`src/rtl/uart_tx_scheduler_if.sv`:
```
// Producer-side handshake and line-side status of the shared UART transmitter.
// The producers drive the master modport and the scheduler implements the slave modport.
interface uart_tx_scheduler_if;
  logic       req0_valid;
  logic [7:0] req0_data;
  logic       req0_ready;
  logic       req1_valid;
  logic [7:0] req1_data;
  logic       req1_ready;
  logic       tx;
  logic       busy;
  logic       grant_id;

  modport master (
    output req0_valid,
    output req0_data,
    output req1_valid,
    output req1_data,
    input  req0_ready,
    input  req1_ready,
    input  tx,
    input  busy,
    input  grant_id
  );

  modport slave (
    input  req0_valid,
    input  req0_data,
    input  req1_valid,
    input  req1_data,
    output req0_ready,
    output req1_ready,
    output tx,
    output busy,
    output grant_id
  );
endinterface

```
`src/rtl/uart_tx_scheduler.sv`:
```
// Two-requester round-robin scheduler feeding a single 8N1 UART transmitter.
// A byte is accepted only in IDLE, and frames run START, DATA x8, STOP at CLKS_PER_BIT cycles per bit.
module uart_tx_scheduler #(
  parameter int unsigned SYSTEM_CLK_FREQ = 125_000_000,
  parameter int unsigned BAUD_RATE       = 9600
) (
  input  logic                 clk,
  input  logic                 rst,
  uart_tx_scheduler_if.slave   bus
);

  localparam int unsigned CLKS_PER_BIT = SYSTEM_CLK_FREQ / BAUD_RATE;
  localparam int unsigned CNT_W        = (CLKS_PER_BIT > 2) ? $clog2(CLKS_PER_BIT) : 1;
  localparam logic [CNT_W-1:0] CNT_LAST = CNT_W'(CLKS_PER_BIT - 1);

  if (CLKS_PER_BIT < 2) begin : g_cfg_check
    $error("uart_tx_scheduler: CLKS_PER_BIT must be at least 2");
  end

  typedef enum logic [1:0] {
    ST_IDLE  = 2'd0,
    ST_START = 2'd1,
    ST_DATA  = 2'd2,
    ST_STOP  = 2'd3
  } state_t;

  state_t           state_q,   state_d;
  logic             ptr_q,     ptr_d;
  logic [CNT_W-1:0] cnt_q,     cnt_d;
  logic [2:0]       bit_idx_q, bit_idx_d;
  logic [7:0]       shift_q,   shift_d;
  logic             tx_q,      tx_d;
  logic             grant_q,   grant_d;

  logic             sel_any;
  logic             sel_id;
  logic [7:0]       sel_data;
  logic             accept;
  logic             bit_end;

  // Pick at most one requester; the pointer only matters when both are valid.
  always_comb begin
    sel_any = 1'b0;
    sel_id  = 1'b0;
    if (state_q == ST_IDLE) begin
      if (bus.req0_valid && bus.req1_valid) begin
        sel_any = 1'b1;
        sel_id  = ptr_q;
      end else if (bus.req0_valid) begin
        sel_any = 1'b1;
        sel_id  = 1'b0;
      end else if (bus.req1_valid) begin
        sel_any = 1'b1;
        sel_id  = 1'b1;
      end else begin
        sel_any = 1'b0;
        sel_id  = 1'b0;
      end
    end else begin
      sel_any = 1'b0;
      sel_id  = 1'b0;
    end
  end

  assign bus.req0_ready = sel_any && !sel_id && !rst;
  assign bus.req1_ready = sel_any &&  sel_id && !rst;
  assign accept         = sel_any && !rst;
  assign sel_data       = sel_id ? bus.req1_data : bus.req0_data;
  assign bit_end        = (cnt_q == CNT_LAST);

  // Frame sequencer: tx is computed one cycle ahead so the pin comes straight from a flop.
  always_comb begin
    state_d   = state_q;
    ptr_d     = ptr_q;
    cnt_d     = cnt_q;
    bit_idx_d = bit_idx_q;
    shift_d   = shift_q;
    tx_d      = tx_q;
    grant_d   = grant_q;
    case (state_q)
      ST_IDLE: begin
        cnt_d = {CNT_W{1'b0}};
        if (accept) begin
          state_d   = ST_START;
          shift_d   = sel_data;
          grant_d   = sel_id;
          ptr_d     = ~sel_id;
          bit_idx_d = 3'd0;
          tx_d      = 1'b0;
        end else begin
          tx_d      = 1'b1;
        end
      end
      ST_START: begin
        if (bit_end) begin
          cnt_d     = {CNT_W{1'b0}};
          state_d   = ST_DATA;
          bit_idx_d = 3'd0;
          tx_d      = shift_q[0];
        end else begin
          cnt_d     = cnt_q + {{(CNT_W-1){1'b0}}, 1'b1};
        end
      end
      ST_DATA: begin
        if (bit_end) begin
          cnt_d   = {CNT_W{1'b0}};
          shift_d = {1'b0, shift_q[7:1]};
          if (bit_idx_q == 3'd7) begin
            state_d   = ST_STOP;
            bit_idx_d = 3'd0;
            tx_d      = 1'b1;
          end else begin
            bit_idx_d = bit_idx_q + 3'd1;
            tx_d      = shift_q[1];
          end
        end else begin
          cnt_d   = cnt_q + {{(CNT_W-1){1'b0}}, 1'b1};
        end
      end
      ST_STOP: begin
        if (bit_end) begin
          cnt_d   = {CNT_W{1'b0}};
          state_d = ST_IDLE;
          tx_d    = 1'b1;
        end else begin
          cnt_d   = cnt_q + {{(CNT_W-1){1'b0}}, 1'b1};
        end
      end
      default: begin
        state_d   = ST_IDLE;
        cnt_d     = {CNT_W{1'b0}};
        bit_idx_d = 3'd0;
        tx_d      = 1'b1;
      end
    endcase
  end

  // State and datapath registers; reset abandons any partial frame.
  always_ff @(posedge clk or posedge rst) begin
    if (rst) begin
      state_q   <= ST_IDLE;
      ptr_q     <= 1'b0;
      cnt_q     <= {CNT_W{1'b0}};
      bit_idx_q <= 3'd0;
      shift_q   <= 8'h00;
      tx_q      <= 1'b1;
      grant_q   <= 1'b0;
    end else begin
      state_q   <= state_d;
      ptr_q     <= ptr_d;
      cnt_q     <= cnt_d;
      bit_idx_q <= bit_idx_d;
      shift_q   <= shift_d;
      tx_q      <= tx_d;
      grant_q   <= grant_d;
    end
  end

  assign bus.tx       = tx_q;
  assign bus.busy     = (state_q != ST_IDLE);
  assign bus.grant_id = grant_q;

endmodule

```
`src/flat_wrapper.sv`:
```
// flat-port wrapper written by rule: the top's interface ports become plain ports
module uart_tx_scheduler_flat 
#(
  parameter int unsigned SYSTEM_CLK_FREQ = 125_000_000,
  parameter int unsigned BAUD_RATE       = 9600
)
  (clk, rst, bus_req0_valid, bus_req0_data, bus_req1_valid, bus_req1_data, bus_req0_ready, bus_req1_ready, bus_tx, bus_busy, bus_grant_id);
  uart_tx_scheduler_if bus_i ();
  input  logic clk;
  input  logic rst;
  input wire logic [$bits(bus_i.req0_valid)-1:0] bus_req0_valid;
  input wire logic [$bits(bus_i.req0_data)-1:0] bus_req0_data;
  input wire logic [$bits(bus_i.req1_valid)-1:0] bus_req1_valid;
  input wire logic [$bits(bus_i.req1_data)-1:0] bus_req1_data;
  output wire logic [$bits(bus_i.req0_ready)-1:0] bus_req0_ready;
  output wire logic [$bits(bus_i.req1_ready)-1:0] bus_req1_ready;
  output wire logic [$bits(bus_i.tx)-1:0] bus_tx;
  output wire logic [$bits(bus_i.busy)-1:0] bus_busy;
  output wire logic [$bits(bus_i.grant_id)-1:0] bus_grant_id;
  assign bus_i.req0_valid = bus_req0_valid;
  assign bus_i.req0_data = bus_req0_data;
  assign bus_i.req1_valid = bus_req1_valid;
  assign bus_i.req1_data = bus_req1_data;
  assign bus_req0_ready = bus_i.req0_ready;
  assign bus_req1_ready = bus_i.req1_ready;
  assign bus_tx = bus_i.tx;
  assign bus_busy = bus_i.busy;
  assign bus_grant_id = bus_i.grant_id;
  uart_tx_scheduler #(.SYSTEM_CLK_FREQ(SYSTEM_CLK_FREQ), .BAUD_RATE(BAUD_RATE)) u_core (.clk(clk), .rst(rst), .bus(bus_i));
endmodule
```
`config.mk`:
```
export PLATFORM = sky130hd
export DESIGN_NAME = uart_tx_scheduler_flat
export DESIGN_NICKNAME = d
export VERILOG_FILES = /design/src/rtl/uart_tx_scheduler_if.sv /design/src/rtl/uart_tx_scheduler.sv /design/src/flat_wrapper.sv
export SDC_FILE = /design/constraint.sdc
export NUM_CORES = 1
export LEC_CHECK = 0
export ABC_AREA = 1
export BUFFER_PORTS_ARGS = -buffer_cell sky130_fd_sc_hd__buf_2
export CAP_MARGIN = 20
export CORE_MARGIN = 1.5
export CORE_UTILIZATION = 25
export DETAILED_ROUTE_END_ITERATION = 16
export PLACE_DENSITY_LB_ADDON = 0.08
export SYNTH_ARGS = -nofsm -noshare
export SYNTH_HDL_FRONTEND = slang
export SYNTH_SLANG_ARGS = --single-unit
```
`constraint.sdc`:
```
create_clock -name clk -period 3.03 [get_ports clk]
set_clock_uncertainty 0.1 [all_clocks]
set_input_delay 0.4545 -clock clk [delete_from_list [all_inputs] [get_ports clk]]
set_output_delay 0.4545 -clock clk [all_outputs]
set_load 0.01 [all_outputs]
```
======== Word-level counts from Yosys, hierarchy flattened ========
Index checks and enable logic that the tools add are counted.
storage, ports and cells
  flip-flop bits (word level) ............. 30
  latch bits .............................. 0
  bits in writable memories ............... 0
  ROM bits ................................ 0
  input port bits ......................... 20
  word-level logic and storage cells ...... 68
  memories kept ........................... 0
cells by class
  add/subtract/negate cells ............... 2
  multiply operators ...................... 0
  divide/modulo/power cells ............... 0
  order comparisons ....................... 0
  equal/unequal tests ..................... 10
  shift-type cells ........................ 0
  muxes and demuxes ....................... 30
  bitwise operators ....................... 1
  reductions and logical operators ........ 18
operators with widths
  operator                                                         number
  14-bit case mux with 2 select lines                              1
  8-bit two-way mux                                                3
  8-bit case mux with 2 select lines                               1
  14-bit by 1-bit adder with 14-bit output, second input constant  1
  14-bit == test, second input constant                            1
  14-bit two-way mux                                               1
  1-bit two-way mux                                                12
  3-bit two-way mux                                                4
  2-bit two-way mux                                                5
  2-bit by 1-bit != test with 1-bit output, second input constant  5
  3-bit case mux with 3 select lines                               1
  2-bit case mux with 4 select lines                               1
  1-bit logical AND                                                6
  3-bit AND reduction                                              2
  5-bit AND reduction                                              1
  2-bit == test, second input constant                             2
  1-bit case mux with 4 select lines                               1
  4-bit AND reduction                                              1
  2-bit nonzero test                                               2
  3-bit by 1-bit adder with 3-bit output, second input constant    1
  3-bit == test, second input constant                             1
  3-bit nonzero test                                               1
  3-bit OR reduction                                               1
  2-bit by 1-bit == test with 1-bit output, second input constant  1
  other kinds (4)                                                  5

======== Depth between registers and ports, before layout ========
Gate-level depths: netlist of run 1.
  word-level depth ........................ 7
  depth in mapped cells ................... 10
  gate-level depth less buffers ........... 9

======== Worst setup path before layout of run 1 ========
Ideal clock, no wire load.
  path type ............................... input to output
  start ................................... input port rst
  end ..................................... output port bus_req0_ready
  data arrival time ....................... 1.561 ns
  data required time ...................... 2.475 ns
  slack ................................... 0.914 ns
  stages .................................. 3
  buffers on the path ..................... 0
  cells stage by stage .................... inv_1 > nand3_4 > nor2_1
on the way
  word-level cells in the longest chain between the ends .. 2
ends and longest elaborated chain
  item               line                     RTL
  start, declared    flat_wrapper.sv:10       input logic rst;
  1-bit logical NOT  uart_tx_scheduler.sv:65  assign bus.req0_ready = sel_any && !sel_id && !rst;
  1-bit logical AND  uart_tx_scheduler.sv:65
  end, declared      flat_wrapper.sv:15       output wire logic [$bits(bus_i.req0_ready)-1:0] bus_req0_ready;
No other way between the ends.

======== Final worst setup path of run 1 ========
  start ................................... register u_core.state_q[0]
  end ..................................... output port bus_req0_ready
on the way
  word-level cells in the longest chain between the ends .. 5
  elaborated cells on any way between the ends .. 6
  classes of those cells .................. mux: 2; reduce/logical: 4
ends and longest elaborated chain
  item                                line                      RTL
  start, declared                     uart_tx_scheduler.sv:27   state_t state_q, state_d;
  start signal, assigned              uart_tx_scheduler.sv:149  state_q <= state_d;
  2-bit logical NOT (*)               uart_tx_scheduler.sv:45   if (state_q == ST_IDLE) begin
  1-bit two-way mux                   uart_tx_scheduler.sv:45
  1-bit logical NOT                   uart_tx_scheduler.sv:65
  1-bit logical AND (*) (2 in a row)  uart_tx_scheduler.sv:65
Mark *: on every way between the ends. The rest lies on a longest branch, timed or not.

==> flow_summary.json, run 1 <==
{
  "status": "finished clean",
  "ys_ff_latch": 30,
  "required_ps": 2480,
  "gp_congestion": 0.777,
  "drive_gt1_share_pct": 19.2,
  "drc_errors": 0,
  "clock-sinks": 30,
  "clockBufferDepth": 2,
  "critPathCaptureType": "output pin",
  "htree_levels": 2,
  "first_pass_iters": 4,
  "global_route.overflow_total": 0,
  "numPortBuffers": 24,
  "synthTopCellsByArea": "dfrtp_1 37%, nand2_1 15%, nand3_1 7.6%",
  "place_hpwl_mm": 3.84,
  "avgSynthCellArea_um2": 7.28,
  "cp_common_cell": "inv_1",
  "clkTransAtPathRegs_ps": 70,
  "wl_per_cell_um": 12.6,
  "p_total_w": 0.00172,
  "cp_cell_sequence": "inv_1, ha_1, nand3_1, inv_1, nor2_1, buf_2",
  "setup_viol": 0,
  "rsz0062_at_grt": "false",
  "report.final.slew_viol_count": 0,
  "root_buffer": "clkbuf_8",
  "critPathArrivalTime_ps": 1720,
  "tns_ps": 0,
  "grt_pass1_vias": 1757,
  "track_usage_pct": 13.3,
  "min_period_ps": 2280,
  "hold_class": "primary input to asynchronous set/reset pin",
  "post-place-ws_ps": 944,
  "worst_hold_slack_ps": 239,
  "critPathSlowestCell": "dfrtp_1",
  "synthCells": 273,
  "core_mm2": 0.00773,
  "rows": 32,
  "leakage_nw": 1.21,
  "vias_per_cell": 4.32,
  "post-route-util_pct": 30.0,
  "num-nets-final": 329,
  "clk_latency_ps": 290,
  "grt_pass1_wl_mm": 8.78,
  "start_kind": "register",
  "yosysWarnings": 0,
  "synth_ff_type": "dfrtp_1",
  "synth_enable_flop_cells": 0,
  "cts_tree": "yes",
  "drv_cap": 0,
  "num_antenna_cells": 0,
  "async_reset_ff_share_pct": 100,
  "yosysTopAreaCellShare_pct": 36.5,
  "drt_iter0_markers": 73,
  "crit_type": "register to output pin",
  "syn-cell-area_mm2": 0.00199,
  "power_density_mw_per_mm2": 745,
  "maxSlewHeadroom_pct": 62.0,
  "dieArea_mm2": 0.00850,
  "cts_hold_buf": 0,
  "ir_worst_vdd_mv": 0.247,
  "numCtsBuffers": 5,
  "ioPinCount": 25,
  "fin_ws_ps": 753,
  "dr_total_vias": 1746,
  "ys_seq_area_share_pct": 37.8,
  "postCtsSetupBuffers": 0,
  "syn_nets": 301,
  "worst_pin_slew_ps": 571,
  "dieWidth_um": 92.2,
  "period_share_pct": 75.2,
  "slowest_delay_ps": 420,
  "cts_resized": 0,
  "area_growth_pct": 16.4,
  "yosys.area.top_type": "dfrtp_1",
  "final_hold_viol_count": 0,
  "crit_fanout": 11,
  "yosysUniqueCellTypes": 29,
  "max_freq_mhz": 439,
  "start_util_pct": 25.7,
  "antenna_found_initial": 0,
  "ant_nets": 0,
  "grt_max_degree": 31,
  "die_h_um": 92.2,
  "routed_wl_mm": 5.08
}
## state kept, by name, summed over array words and instances (netlist names)
signal and count:
u_core.shift_q 8, u_core.cnt_q 14, u_core.bus.tx 1, u_core.bit_idx_q 3, u_core.ptr_q 1, u_core.bus.grant_id 1
u_core.state_q 2
## layout make-up
class                   instances  area, um^2
clock inverters                 1        5.00
well taps                     102         128
fillers                       852        5410
flip-flops and latches         30         752
clock buffers                   7        86.3
multi-input cells             199        1060
repair buffers                 26         135
inverters                      39         146
## per-stage QoR
step / cells / instance area (um^2)
finish: 404 / 2310
global route: 404 / 2310
CTS: 404 / 2310
detailed placement: 396 / 2220
global placement: 396 / 2220
floorplan: 273 / 1990
## power breakdown
group | switching (W) | leakage, nW | internal (W)
clock network | 0.000162 | 0.0482 | 0.000183
registers | 0.0000810 | 0.394 | 0.000521
logic | 0.000518 | 0.765 | 0.000260
total | 0.000761 | 1.21 | 0.000964
## critical path: cells and delay by family, from the launching register on
family	cells	cell delay, ps
buffers and inverters	3	460
adders and majority gates	1	190
and+or+nand+nor	2	370
DFF	1	420
## logic make-up (layout without fill, tap and decap cells)
| group | after synthesis | in the layout | share of synthesized area, % |
|---|---|---|---|
| buffers and inverters | 44 | 73 | 8.75 |
| AOI/OAI and AO/OA | 10 | 10 | 3.08 |
| and+or+nand+nor | 178 | 178 | 44.0 |
| DFF | 30 | 30 | 37.8 |
| xor gates and xnor gates | 3 | 3 | 1.32 |
| adders and majority gates | 8 | 8 | 5.03 |
## synth_stat cells, types with 3 or more instances
| cell | instances |
|---|---|
| nor2_1 | 25 |
| a21oi_1 | 3 |
| nor3_1 | 6 |
| nand4_1 | 14 |
| nor2_2 | 3 |
| nand3_1 | 30 |
| inv_1 | 35 |
| nand2_1 | 81 |
| buf_2 | 4 |
| o21ai_0 | 3 |
| xor2_1 | 3 |
| inv_2 | 4 |
| ha_1 | 8 |
| nand2_2 | 5 |
| dfrtp_1 | 29 |
## layout by cell type, fill, tap and decap left out
| master | n |
|---|---|
| buf_4 | 2 |
| nand3_1 | 30 |
| xor2_1 | 3 |
| a21oi_1 | 3 |
| nand2_1 | 81 |
| nor2_2 | 3 |
| dfstp_2 | 1 |
| nand4_1 | 14 |
| nand2_2 | 5 |
| clkbuf_1 | 1 |
| or2_1 | 1 |
| nor3_1 | 6 |
| o21ai_2 | 1 |
| clkbuf_8 | 6 |
| or2_2 | 1 |
| nand3_4 | 2 |
| o21bai_1 | 1 |
| nor3_4 | 2 |
| ha_1 | 8 |
| buf_2 | 24 |
| dfrtp_1 | 29 |
| o211ai_1 | 2 |
| nand3b_1 | 2 |
| o21ai_0 | 3 |
| clkinv_2 | 1 |
| nor2_4 | 1 |
| inv_1 | 35 |
| nor2_1 | 25 |
| nand2_4 | 2 |
| inv_2 | 4 |
| nand3_2 | 2 |
| nor3_2 | 1 |
## path summary, 6_finish.rpt
check | start | endpoint | slack [ps] | depth (start not counted)
worst max register to register | u_core.state_q[0] | u_core.bit_idx_q[0] | 1050 | 7
max in group asynchronous | rst | u_core.bus.tx | 2260 | 3
worst min register to register | u_core.cnt_q[0] | u_core.cnt_q[0] | 390 | 1
min in group clk | rst | u_core.bus.grant_id | 300 | 2
worst max-delay path | u_core.state_q[0] | bus_req0_ready | 750 | 6
worst min-delay path | rst | u_core.bus.grant_id | 240 | 3
## metal layers
layer | global-route usage [%] | routed length, um
met1 | 20.4 | 2870
met2 | 18.1 | 1970
met3 | 2.90 | 160
met4 | 4.23 | 76
met5 | 0 | 0
No activity file was read; power rests on OpenSTA's default activity.
==> run 2: changes to the inputs <==
- clock period: 3.03 -> 2.3 ns (I/O delays scaled with it)
==> run 2 against run 1 <==
Net effect:
- core utilization rose by 0.40 points
- routed wire length increased by 0.12%
- critical path type unchanged
- final cell count is 0.25% higher
==> flow_summary.json, run 2 (synthesis gave the netlist of run 1 again) <==
{
  "fin_cells": 405,
  "crit_path_end": "bus_req0_ready",
  "place_inst": 397,
  "required_ps": 1860,
  "start_kind": "register",
  "ant_nets": 0,
  "min_period_ps": 2150,
  "antenna_found_initial": 0,
  "crit_type": "register to output pin",
  "r2r_slack_ps": 380,
  "slowest_delay_ps": 420,
  "cp_cell_sequence": "inv_1, ha_1, buf_4, nand3_4, nor2_1, buf_2",
  "routed_wl_mm": 5.09,
  "switching_share_pct": 42.6,
  "cp_num_buf_inv": 3,
  "clock-sinks": 30,
  "gp_congestion": 0.753,
  "max_freq_mhz": 466,
  "wl_per_cell_um": 12.6,
  "intPower_w": 0.00134,
  "leakage_nw": 1.22,
  "clockBufferDepth": 2,
  "critPathSlowestCell": "dfrtp_1",
  "crit_family": "buffers and inverters",
  "critPathArrivalTime_ps": 1700,
  "cts_tree": "yes",
  "vias_per_cell": 4.49,
  "report.final.slew_viol_count": 0,
  "dieWidth_um": 92.2,
  "drt_iter0_markers": 76,
  "global_route.overflow_total": 0,
  "first_pass_iters": 4,
  "track_usage_pct": 13.6,
  "root_buffer": "clkbuf_8",
  "top_register": "u_core.cnt_q",
  "hold_class": "primary input to asynchronous set/reset pin",
  "drive_gt1_share_pct": 20.1,
  "final_hold_viol_count": 0,
  "clk_latency_ps": 280,
  "comb_power_share_pct": 43.8,
  "drc_errors": 0,
  "core_mm2": 0.00773,
  "rsz0062_at_grt": "false",
  "die_h_um": 92.2,
  "start_util_pct": 25.7,
  "period_share_pct": 93.3,
  "rows": 32,
  "dr_total_vias": 1818,
  "grt_max_degree": 31,
  "tns_ps": 0,
  "num_antenna_cells": 0,
  "ioPinCount": 25,
  "cp-startpoint": "u_core.state_q[0]",
  "reg2reg_depth": 7,
  "worst-path-stages": 6,
  "largest_reg_flops": 14,
  "grt_pass1_wl_mm": 9.07,
  "numPortBuffers": 24,
  "sequentialPowerShare_pct": 33.9,
  "crit_fanout": 16,
  "reg_top3": "u_core.cnt_q (14), u_core.shift_q (8), u_core.bit_idx_q (3)",
  "timing.rr.start": "u_core.state_q[0]",
  "critPathCaptureType": "output pin",
  "power_density_mw_per_mm2": 996,
  "maxSlewHeadroom_pct": 67.3,
  "htree_levels": 2,
  "grt_pass1_vias": 1771,
  "place_hpwl_mm": 3.79,
  "clockPowerShare_pct": 22.3,
  "dieArea_mm2": 0.00850,
  "numCtsBuffers": 5,
  "power.switching_w": 0.000997,
  "ir_worst_vdd_mv": 0.285,
  "mostFrequentLayoutCell": "nand2_1",
  "num-nets-final": 330,
  "clkTransAtPathRegs_ps": 70,
  "status": "finished clean",
  "area_growth_pct": 18.0,
  "drv_cap": 0,
  "worst_pin_slew_ps": 491,
  "final_cell_mix": "81 x nand2_1, 35 x inv_1, 29 x nand3_1, 29 x dfrtp_1, 25 x nor2_1",
  "setup_viol": 0,
  "rr_endpoint": "u_core.bit_idx_q[0]"
}
==> run 2: changes by cell type in the layout (fill, tap and decap cells not counted), sizes merged <==
cell | before | now
buf | 26 | 27
clkbuf | 7 | 8
clkinv | 1 | 0
==> run 2: worst min-delay path by stage <==
stage                        start             endpoint  slack [ps]  depth (start not counted)
4_1_cts                        rst    u_core.shift_q[0]         150                          3
3_3_place_gp   u_core.bit_idx_q[1]  u_core.bit_idx_q[1]         370                          2
5_1_grt                        rst  u_core.bus.grant_id         190                          3
2_1_floorplan  u_core.bit_idx_q[1]  u_core.bit_idx_q[1]         350                          2
3_5_place_dp   u_core.bus.grant_id  u_core.bus.grant_id         380                          2
6_report                       rst  u_core.bus.grant_id         140                          3
==> run 2: what timing repair did <==
item | CTS | global route
resized for setup | 0 | 1
setup endpoints to repair | 0 | 2
hold buffers | 0 | 0
setup buffers | 0 | 0
==> run 2: final cells by class <==
class | count | area (um^2)
fill | 856 | 5380
multi-input combinational | 199 | 1070
sequential | 30 | 752
inverter | 39 | 146
timing repair buffer | 27 | 143
tap | 102 | 128
clock buffer | 8 | 110
==> run 2: power groups by stage <==
stage	clock network (W)	logic (W)	registers (W)
after global placement	0	0.00106	0.000806
after floorplan	0	0.000758	0.000783
after detailed placement	0	0.00104	0.000803
after CTS	0.000542	0.00105	0.000793
final	0.000522	0.00102	0.000792
after global routing	0.000556	0.00120	0.000818
==> run 2: worst min-delay path, cell delays in order <==
cell,delay (ps)
buf_2,110
inv_1,100
buf_4,390
==> run 2: routing by layer <==
| layer | GRT usage [%] | vias to the layer above | share of wire (%) |
|---|---|---|---|
| met4 | 4.49 | 0 | 1.4 |
| met1 | 19.0 | 849 | 50 |
| met2 | 20.7 | 37 | 45 |
| met3 | 2.99 | 7 | 4.0 |
| met5 | 0 | - | 0 |
| li1 | - | 925 | - |
==> run 2: through the flow <==
step	hold slack, ps	total power, W	utilization (%)	instance area [um^2]	setup WS (ps)
6_report	138	0.00234	30.4	2350	154
5_1_grt	188	0.00258	30.4	2350	1.91
4_1_cts	152	0.00238	30.3	2340	17.1
3_5_place_dp	376	0.00184	28.9	2230	298
3_3_place_gp	371	0.00187	28.9	2230	269
2_1_floorplan	346	0.00154	-	1990	403
==> run 3: changes to the inputs <==
- MAX_ROUTING_LAYER: unset -> met4
==> run 3 against run 2 <==
Net effect:
- fmax fell by 0.25%
- critical path type unchanged
- worst setup slack worse by 5.4 ps
- sequential share of layout area stayed put
- core utilization is the same
- largest cell class unchanged
- global-route usage grew 0.38 points
- via count grew 0.33%
- critical path depth did not move
- die area unchanged
- first-iteration DRC count is 3.9% lower
- clock power about the same
- clock-buffer cell count stayed put
- power increased by 0.22%
==> flow_summary.json, run 3 (synthesis gave the netlist of run 1 again) <==
{
  "status": "finished clean",
  "gp_congestion": 0.762,
  "area_growth_pct": 18.0,
  "critPathCaptureType": "output pin",
  "setup_viol": 0,
  "track_usage_pct": 14.0,
  "period_share_pct": 93.6,
  "htree_levels": 2,
  "post-route-util_pct": 30.4,
  "cts_tree": "yes",
  "numPortBuffers": 24,
  "rows": 32,
  "ant_nets": 0,
  "dr_total_vias": 1824,
  "root_buffer": "clkbuf_8",
  "dieWidth_um": 92.2,
  "num_antenna_cells": 0,
  "place_hpwl_mm": 3.79,
  "start_kind": "register",
  "postCtsSetupBuffers": 0,
  "first_pass_iters": 4,
  "worst_pin_slew_ps": 500,
  "largest_reg_flops": 14,
  "slowest_delay_ps": 420,
  "grt_max_degree": 31,
  "critPathSlowestCell": "dfrtp_1",
  "ioPinCount": 25,
  "die_h_um": 92.2,
  "clkTransAtPathRegs_ps": 70,
  "max_freq_mhz": 465,
  "numCtsBuffers": 5,
  "num-nets-final": 330,
  "drive_gt1_share_pct": 20.1,
  "drt_iter0_markers": 73,
  "wl_per_cell_um": 12.6,
  "required_ps": 1860,
  "maxSlewHeadroom_pct": 66.7,
  "drv_cap": 0,
  "rsz0062_at_grt": "false",
  "cp_cell_sequence": "inv_1, ha_1, buf_4, nand3_4, nor2_1, buf_2",
  "final_cell_mix": "81 x nand2_1, 35 x inv_1, 29 x nand3_1, 29 x dfrtp_1, 25 x nor2_1",
  "vias_per_cell": 4.50,
  "top_register": "u_core.cnt_q",
  "crit_type": "register to output pin",
  "cp_num_buf_inv": 3,
  "final_hold_viol_count": 0,
  "antenna_found_initial": 0,
  "routed_wl_mm": 5.12,
  "dieArea_mm2": 0.00850,
  "global_route.overflow_total": 0,
  "critPathArrivalTime_ps": 1710,
  "crit_family": "buffers and inverters",
  "grt_pass1_vias": 1772,
  "reg_top3": "u_core.cnt_q (14), u_core.shift_q (8), u_core.bit_idx_q (3)",
  "clk_latency_ps": 280,
  "power_density_mw_per_mm2": 999,
  "min_period_ps": 2150,
  "grt_pass1_wl_mm": 9.06,
  "tns_ps": 0,
  "drc_errors": 0,
  "report.final.slew_viol_count": 0,
  "timing.rr.start": "u_core.state_q[0]",
  "clock-sinks": 30,
  "p_total_w": 0.00234,
  "clockBufferDepth": 2,
  "mostFrequentLayoutCell": "nand2_1",
  "crit_fanout": 16,
  "r2r_slack_ps": 370,
  "hold_class": "primary input to asynchronous set/reset pin",
  "ir_worst_vdd_mv": 0.287,
  "start_util_pct": 25.7,
  "leakage_nw": 1.22,
  "core_mm2": 0.00773,
  "cp-startpoint": "u_core.state_q[0]"
}
## run 3: cell counts in the layout (fill, tap and decap cells not counted)
No cell type changed its count.
## run 3: worst register-to-register path, stage by stage, from the launching register on
cell and delay (ps):
dfrtp_1 420, inv_1 120, ha_1 480, inv_2 190, or2_1 300, nor2_1 100, nand3_1 80, nand2_1 80
## run 3: stage by stage
stage               cells  hold slack, ps  setup slack [ps]  cell area (um^2)
finish                405             133               148              2350
global placement      397             371               269              2230
CTS                   405             152              17.1              2340
detailed placement    397             376               298              2230
floorplan             273             346               403              1990
global route          405             188              5.47              2350
## run 3: what timing repair did
| item | in CTS | in global routing |
|---|---|---|
| gates resized for setup | 0 | 1 |
| setup endpoints to repair | 0 | 2 |
| endpoints found under the hold margin | 0 | 0 |
| hold buffers | 0 | 0 |
## run 3: per-layer routing
metal	global-route usage, %	routed length, um	vias to the layer above
li1	-	-	926
met1	18.9	2570	859
met2	20.9	2320	32
met3	2.82	148	7
met4	4.49	72	0
met5	-	0	-
## run 3: worst paths after layout
| path | depth (start not counted) | end |
|---|---|---|
| worst min-delay path | 3 | u_core.bus.grant_id |
| min in group clk | 2 | u_core.bus.grant_id |
| max in group asynchronous | 3 | u_core.bus.tx |
| worst min register to register | 1 | u_core.cnt_q[0] |
| worst max register to register | 7 | u_core.bit_idx_q[0] |
| worst max-delay path | 6 | bus_req0_ready |
## run 3: area by class of cell
| type | instances | area, um^2 |
|---|---|---|
| flip-flops and latches | 30 | 752 |
| clock buffers | 8 | 110 |
| inverters | 39 | 146 |
| fillers | 856 | 5380 |
| well taps | 102 | 128 |
| repair buffers | 27 | 143 |
| multi-input cells | 199 | 1070 |
## run 3: report_power, final
group	total (W)	switching, W	internal (W)	leakage [nW]
sequential	0.000793	0.000107	0.000686	0.394
clock	0.000524	0.000222	0.000303	0.0575
combinational	0.00103	0.000674	0.000352	0.771
